===== config.mk =====
export PLATFORM = sky130hd
export DESIGN_NAME = router_rr_arbiter_mux
export DESIGN_NICKNAME = d
export VERILOG_FILES = /design/src/rtl/router_arb_pkg.sv /design/src/rtl/router_rr_arbiter_mux_sva.sv /design/src/rtl/router_rr_pick.sv /design/src/rtl/router_rr_arbiter_mux.sv
export SDC_FILE = /design/constraint.sdc
export NUM_CORES = 1
export LEC_CHECK = 0
export CAP_MARGIN = 20
export CORE_ASPECT_RATIO = 1.4
export CORE_MARGIN = 4
export CORE_UTILIZATION = 45
export CTS_CLUSTER_SIZE = 30
export DETAILED_ROUTE_END_ITERATION = 10
export DONT_BUFFER_PORTS = 1
export GPL_ROUTABILITY_DRIVEN = 0
export PLACE_DENSITY = 0.56
export REMOVE_ABC_BUFFERS = 1
export SLEW_MARGIN = 30
export SYNTH_ARGS = -nofsm -noshare
export SYNTH_HDL_FRONTEND = slang
export SYNTH_SLANG_ARGS = --single-unit

===== constraint.sdc =====
create_clock -name clk -period 6.6 [get_ports clk]
set_clock_uncertainty 0.1 [all_clocks]
set_input_delay 0.66 -clock clk [delete_from_list [all_inputs] [get_ports clk]]
set_output_delay 0.66 -clock clk [all_outputs]
set_load 0.005 [all_outputs]

===== src/rtl/router_arb_pkg.sv =====
// Shared types and helpers for the router output-port arbiter.
// first_from() is a rotating search used by the round-robin picker.
package router_arb_pkg;

   typedef enum logic {ARB_RR = 1'b0, ARB_FIXED = 1'b1} arb_mode_e;

   localparam int ARB_PKT_W = 40;
   localparam int ARB_MAX_N = 32;

   typedef logic [ARB_PKT_W-1:0] pkt_t;

   // Index of the first set bit of req at or above ptr, wrapping at n; 0 if none.
   function automatic int first_from(input logic [ARB_MAX_N-1:0] req,
                                     input int n, input int ptr);
      int   idx;
      logic found;
      first_from = 0;
      found      = 1'b0;
      for (int i = 0; i < ARB_MAX_N; i++) begin
         if (i < n) begin
            idx = ptr + i;
            if (idx >= n) idx = idx - n;
            if (!found && req[idx]) begin
               first_from = idx;
               found      = 1'b1;
            end
         end
      end
   endfunction

endpackage


===== src/rtl/router_rr_arbiter_mux_sva.sv =====
// Invariant checks for the arbiter: legal one-hot pops, push rule, held output.
module router_rr_arbiter_mux_sva #(
   parameter int NUM     = 4,
   parameter int PCKG_SZ = 40,
   parameter int IDX_W   = $clog2(NUM)
) (
   input logic               clk,
   input logic               reset,
   input logic [NUM-1:0]     req,
   input logic [NUM-1:0]     pop,
   input logic               push,
   input logic               out_valid,
   input logic               full,
   input logic [PCKG_SZ-1:0] data_in,
   input logic [IDX_W-1:0]   trn
);

   a_pop_onehot : assert property (@(posedge clk) $onehot0(pop));
   a_pop_legal  : assert property (@(posedge clk) (pop & ~req) == '0);
   a_pop_rst    : assert property (@(posedge clk) reset |-> (pop == '0));
   a_push_rule  : assert property (@(posedge clk) push == (out_valid & ~full));
   a_hold       : assert property (@(posedge clk) disable iff (reset)
                     (out_valid && full) |=> ($stable(data_in) && $stable(trn)));

endmodule


===== src/rtl/router_rr_pick.sv =====
// Combinational rotating-priority picker: first requester at or after ptr_i.
module router_rr_pick
   import router_arb_pkg::*;
#(
   parameter int NUM   = 4,
   parameter int IDX_W = $clog2(NUM)
) (
   input  logic [NUM-1:0]   req_i,
   input  logic [IDX_W-1:0] ptr_i,
   output logic [NUM-1:0]   gnt_o,
   output logic [IDX_W-1:0] idx_o,
   output logic             any_o
);

   always_comb begin
      int k;
      k     = first_from(ARB_MAX_N'(req_i), NUM, int'(ptr_i));
      any_o = |req_i;
      idx_o = IDX_W'(k);
      gnt_o = '0;
      if (any_o) gnt_o[idx_o] = 1'b1;
   end

endmodule


===== src/rtl/router_rr_arbiter_mux.sv =====
// Output-port arbiter + data mux: picks one pending FIFO (RR or fixed priority,
// with burst lock), pops it and holds the packet in a one-entry output stage.
module router_rr_arbiter_mux
   import router_arb_pkg::*;
#(
   parameter int NUM       = 4,
   parameter int PCKG_SZ   = 40,
   parameter int MAX_BURST = 1,
   parameter int BCNT_W    = $clog2(MAX_BURST + 1)
) (
   input  logic                        clk,
   input  logic                        reset,
   input  logic                        mode_i,
   input  logic [NUM-1:0]              en_i,
   input  logic [NUM-1:0]              pndng_i,
   input  logic [NUM-1:0][PCKG_SZ-1:0] data_out_i,
   output logic [NUM-1:0]              pop,
   input  logic                        full_i,
   output logic                        push,
   output logic [PCKG_SZ-1:0]          data_in,
   output logic [$clog2(NUM)-1:0]      trn
);

   localparam int IDX_W = $clog2(NUM);

   logic               out_valid_q;
   logic [PCKG_SZ-1:0] data_q;
   logic [IDX_W-1:0]   trn_q, rr_ptr_q, last_g_q;
   logic [BCNT_W-1:0]  bcnt_q, bcnt_nxt;
   arb_mode_e          mode_q, mode_cur;

   logic [NUM-1:0]     req, pick_oh;
   logic [IDX_W-1:0]   pick_ptr, pick_idx, g, g_nxt;
   logic               pick_any, can_grant, grant, lock_ok;

   assign mode_cur  = arb_mode_e'(mode_i);
   assign req       = pndng_i & en_i;
   assign push      = out_valid_q & ~full_i;
   assign can_grant = ~out_valid_q | push;

   // Lock only survives while RR was in force last cycle and the holder still requests.
   assign lock_ok   = (mode_cur == ARB_RR) && (mode_q == ARB_RR) && (bcnt_q != '0) &&
                      req[last_g_q] && (bcnt_q < BCNT_W'(MAX_BURST));
   assign pick_ptr  = (mode_cur == ARB_FIXED) ? '0 : rr_ptr_q;

   router_rr_pick #(.NUM(NUM), .IDX_W(IDX_W)) u_pick (
      .req_i (req),
      .ptr_i (pick_ptr),
      .gnt_o (pick_oh),
      .idx_o (pick_idx),
      .any_o (pick_any)
   );

   assign grant    = can_grant & pick_any & ~reset;
   assign g        = lock_ok ? last_g_q : pick_idx;
   assign g_nxt    = (g == IDX_W'(NUM - 1)) ? '0 : g + 1'b1;
   assign bcnt_nxt = lock_ok ? bcnt_q + 1'b1 : BCNT_W'(1);

   always_comb begin
      pop = '0;
      if (grant) begin
         if (lock_ok) pop[last_g_q] = 1'b1;
         else         pop = pick_oh;
      end
   end

   always_ff @(posedge clk) begin
      if (reset) begin
         out_valid_q <= 1'b0;
         data_q      <= '0;
         trn_q       <= '0;
         rr_ptr_q    <= '0;
         last_g_q    <= '0;
         bcnt_q      <= '0;
         mode_q      <= ARB_RR;
      end else begin
         mode_q <= mode_cur;
         if (push) out_valid_q <= 1'b0;
         if (grant) begin
            out_valid_q <= 1'b1;
            data_q      <= data_out_i[g];
            trn_q       <= g;
         end
         if (mode_cur == ARB_RR) begin
            if (grant) begin
               last_g_q <= g;
               rr_ptr_q <= g_nxt;
               bcnt_q   <= (bcnt_nxt >= BCNT_W'(MAX_BURST)) ? '0 : bcnt_nxt;
            end else if (bcnt_q != '0 && (!req[last_g_q] || mode_q == ARB_FIXED)) begin
               bcnt_q <= '0;
            end
         end
      end
   end

   assign data_in = data_q;
   assign trn     = trn_q;

   router_rr_arbiter_mux_sva #(.NUM(NUM), .PCKG_SZ(PCKG_SZ), .IDX_W(IDX_W)) u_sva (
      .clk       (clk),
      .reset     (reset),
      .req       (req),
      .pop       (pop),
      .push      (push),
      .out_valid (out_valid_q),
      .full      (full_i),
      .data_in   (data_in),
      .trn       (trn)
   );

endmodule


==> results.yml <==
run_status:
  outcome: "finished clean"
placement:
  post-place-cells: 461
  io_buffers: 0
  dp.final_hpwl_um: 7630
pwr:
  p_leak_nw: 1.13
  swShare_pct: 38.4
  seqPwrFrac_pct: 44.7
  p_clk_share_pct: 21.3
  intPower_mw: 0.495
  pwr-share-comb_pct: 34.0
  switchingPower_mw: 0.308
  vdd_drop_max_mv: 0.119
  p_per_area_nw_per_um2: 228
job:
  max_cap_violations: 0
final_layout:
  drive_above_1_share_pct: 16.5
  final_net_count: 542
  diodes: 0
  area_growth_pct: -0.425
  fin_cells: 469
global_route:
  grt_start_max_net_pins: 88
  grt.total_usage_pct: 22.3
  grt_pass1_vias: 3167
  grt_pass1_wl_um: 17300
  grt_overflow: 0
  grt_antenna_before_repair: 0
sta:
  drv_slew: 0
  tightest_slew_ns: 0.933
  relSlewSlack_pct: 37.8
  fin_crit_sh_pct: 58.9
  grt_setup_unrepaired: "false"
  clock.fmax_ghz: 0.257
  hold_violations: 0
  setup_viol: 0
  finalSetupTns_ns: 0
  period_needed_ns: 3.89
hold_path:
  whs_path_depth: 1
  hp-start: "reset"
  hold_end: "trn[0]"
  min_path_type: "in2reg"
clock_tree:
  cts.sinks: 45
  clkTransAtPathRegs_ns: 0.09
  cts_resized: 0
  post-cts-setup-buffer-count: 0
  cts_root_buf: "clkbuf_8"
  cts_tree: "done"
  htreeDepth: 2
  cts_inserted_buffers: 5
  hold_buffers: 0
  cts_max_path_buffers: 2
  clk-insertion-delay-late_ns: 0.30
logic_synthesis:
  ys_seq_elements: 45
  avgSynthCellArea_sq_um: 8.79
  async_reset_ff_share_pct: 0
  ys_warn_count: 0
  ys_seq_area_share_pct: 25.5
  synth-edff-count: 0
  synth_ff_type: "dfxtp_1"
  synth_cells: 402
  syn_area_sq_um: 3530
  synthDistinctLibCells: 46
route:
  vias: 3123
  drt-total-wl_um: 10900
  first_pass_iters: 4
  drtIter0Drc: 200
  wl_per_cell_um: 23.2
  drc: 0
  avgViaCountPerCell: 6.66
  ant_nets: 0
die:
  fp.dieW_um: 82.9
  die_y_um: 113
  start_util_pct: 45.9
  ioPinCount: 219
  die_area_sq_um: 9360
  core_sq_um: 7700
  rows: 38
worst_setup_path:
  cp_data_arrival_time_ns: 3.13
  r2r_slack_ns: 3.00
  r2r_start: "rr_ptr_q[0]"
  timing.rr.end: "data_in[16]"
  crit_path_start_kind: "flop"
  required_ns: 5.84
  reg2reg_depth: 10
  setup.worst_path.class: "reg2out"
  cp_max_fo: 87
  crit_path_end_kind: "output pin"
==> worst max path at each step <==
stage                start     endpoint  slack (ns)  cells after the start
3_5_place_dp        mode_i  data_in[16]        2.90                      8
5_1_grt        rr_ptr_q[0]       pop[2]        2.51                      7
2_1_floorplan   pndng_i[2]  data_in[12]        0.93                      5
6_report       rr_ptr_q[0]       pop[2]        2.71                      7
4_1_cts        rr_ptr_q[0]       pop[0]        2.74                      7
3_3_place_gp        mode_i  data_in[19]        3.01                      8
==> synth_stat cells (3+ instances only) <==
| cell | number | area [sq um] |
|---|---|---|
| buf_4 | 8 | 60.1 |
| clkbuf_1 | 26 | 97.6 |
| nand2_1 | 8 | 30.0 |
| inv_1 | 42 | 158 |
| nor2_1 | 9 | 33.8 |
| buf_2 | 7 | 35.0 |
| a211oi_1 | 3 | 22.5 |
| o21ai_0 | 44 | 220 |
| o21ai_1 | 4 | 20.0 |
| o41ai_1 | 40 | 350 |
| buf_12 | 4 | 80.1 |
| mux2i_1 | 40 | 400 |
| a211oi_2 | 38 | 475 |
| nor4_1 | 40 | 250 |
| dfxtp_1 | 45 | 901 |
| nor3_1 | 3 | 15.0 |
| a21oi_1 | 3 | 15.0 |
==> area by class of cell <==
cell class / count / area (sq um)
multi-input combinational: 267 / 2210
inverter: 43 / 161
tap: 100 / 125
timing repair buffer: 6 / 45.0
clock buffer: 8 / 80.1
fill: 805 / 4180
sequential: 45 / 901
==> state kept, by name (all words and copies together) (netlist names) <==
| register | flops |
|---|---|
| rr_ptr_q | 2 |
| trn | 2 |
| out_valid_q | 1 |
| data_in | 40 |
==> metrics by stage <==
stage	utilization (%)	setup WS, ns	instance area (sq um)	hold slack [ns]	power, mW
final	45.7	2.71	3520	0.320	0.803
after global routing	45.7	2.51	3520	0.303	0.862
after CTS	45.7	2.74	3520	0.308	0.815
after detailed placement	44.7	2.90	3440	0.362	0.640
after global placement	44.7	3.01	3440	0.352	0.631
after floorplan	-	0.929	3240	0.339	0.573
==> routing by layer <==
layer  routed length [um]  track usage, %
met1                 4260            26.6
met5                    0               0
met2                 5530            38.2
met3                  777            5.83
met4                  302            8.94
==> kinds of logic after synthesis <==
kind of cell,Yosys count,share of synthesized area [%]
compound gates,145,35.0
buf+inv,90,12.9
simple gates,74,12.6
flops,45,25.5
mux,43,12.5
xor+xnor,3,0.743
fa+ha+maj,2,0.708
==> cell usage in the layout, fill, tap and decap left out, types with 2 or more instances in the layout <==
cell type and instances:
inv_1 42, o21ai_0 44, buf_4 6, dfxtp_1 45, a21oi_1 3, o21ai_1 3
nand4b_1 2, mux2i_1 40, nor3_1 3, o41ai_1 40, nand2_1 8, a211oi_2 38
nor2b_1 2, clkbuf_1 3, nand3_1 2, a211oi_1 3, xnor2_1 2, ha_1 2
a22o_1 2, and3_1 2, nor2_1 9, clkbuf_8 5, nor4_1 40, mux2_4 2
==> critical path, stage by stage (launching register included) <==
cell and delay (ns):
dfxtp_1 0.50, nor2b_4 0.34, ha_1 0.35, o211ai_2 0.13, o21ai_1 0.16, o31ai_4 0.26
buf_4 0.75, and3_1 0.30
==> power by group through the flow <==
stage               Clock, mW  Combinational [mW]  Sequential (mW)
floorplan                   0               0.222            0.351
global placement            0               0.265            0.366
detailed placement          0               0.274            0.366
CTS                     0.180               0.274            0.360
global route            0.193               0.305            0.364
finish                  0.171               0.273            0.359
(Power assumes the default switching activity.)
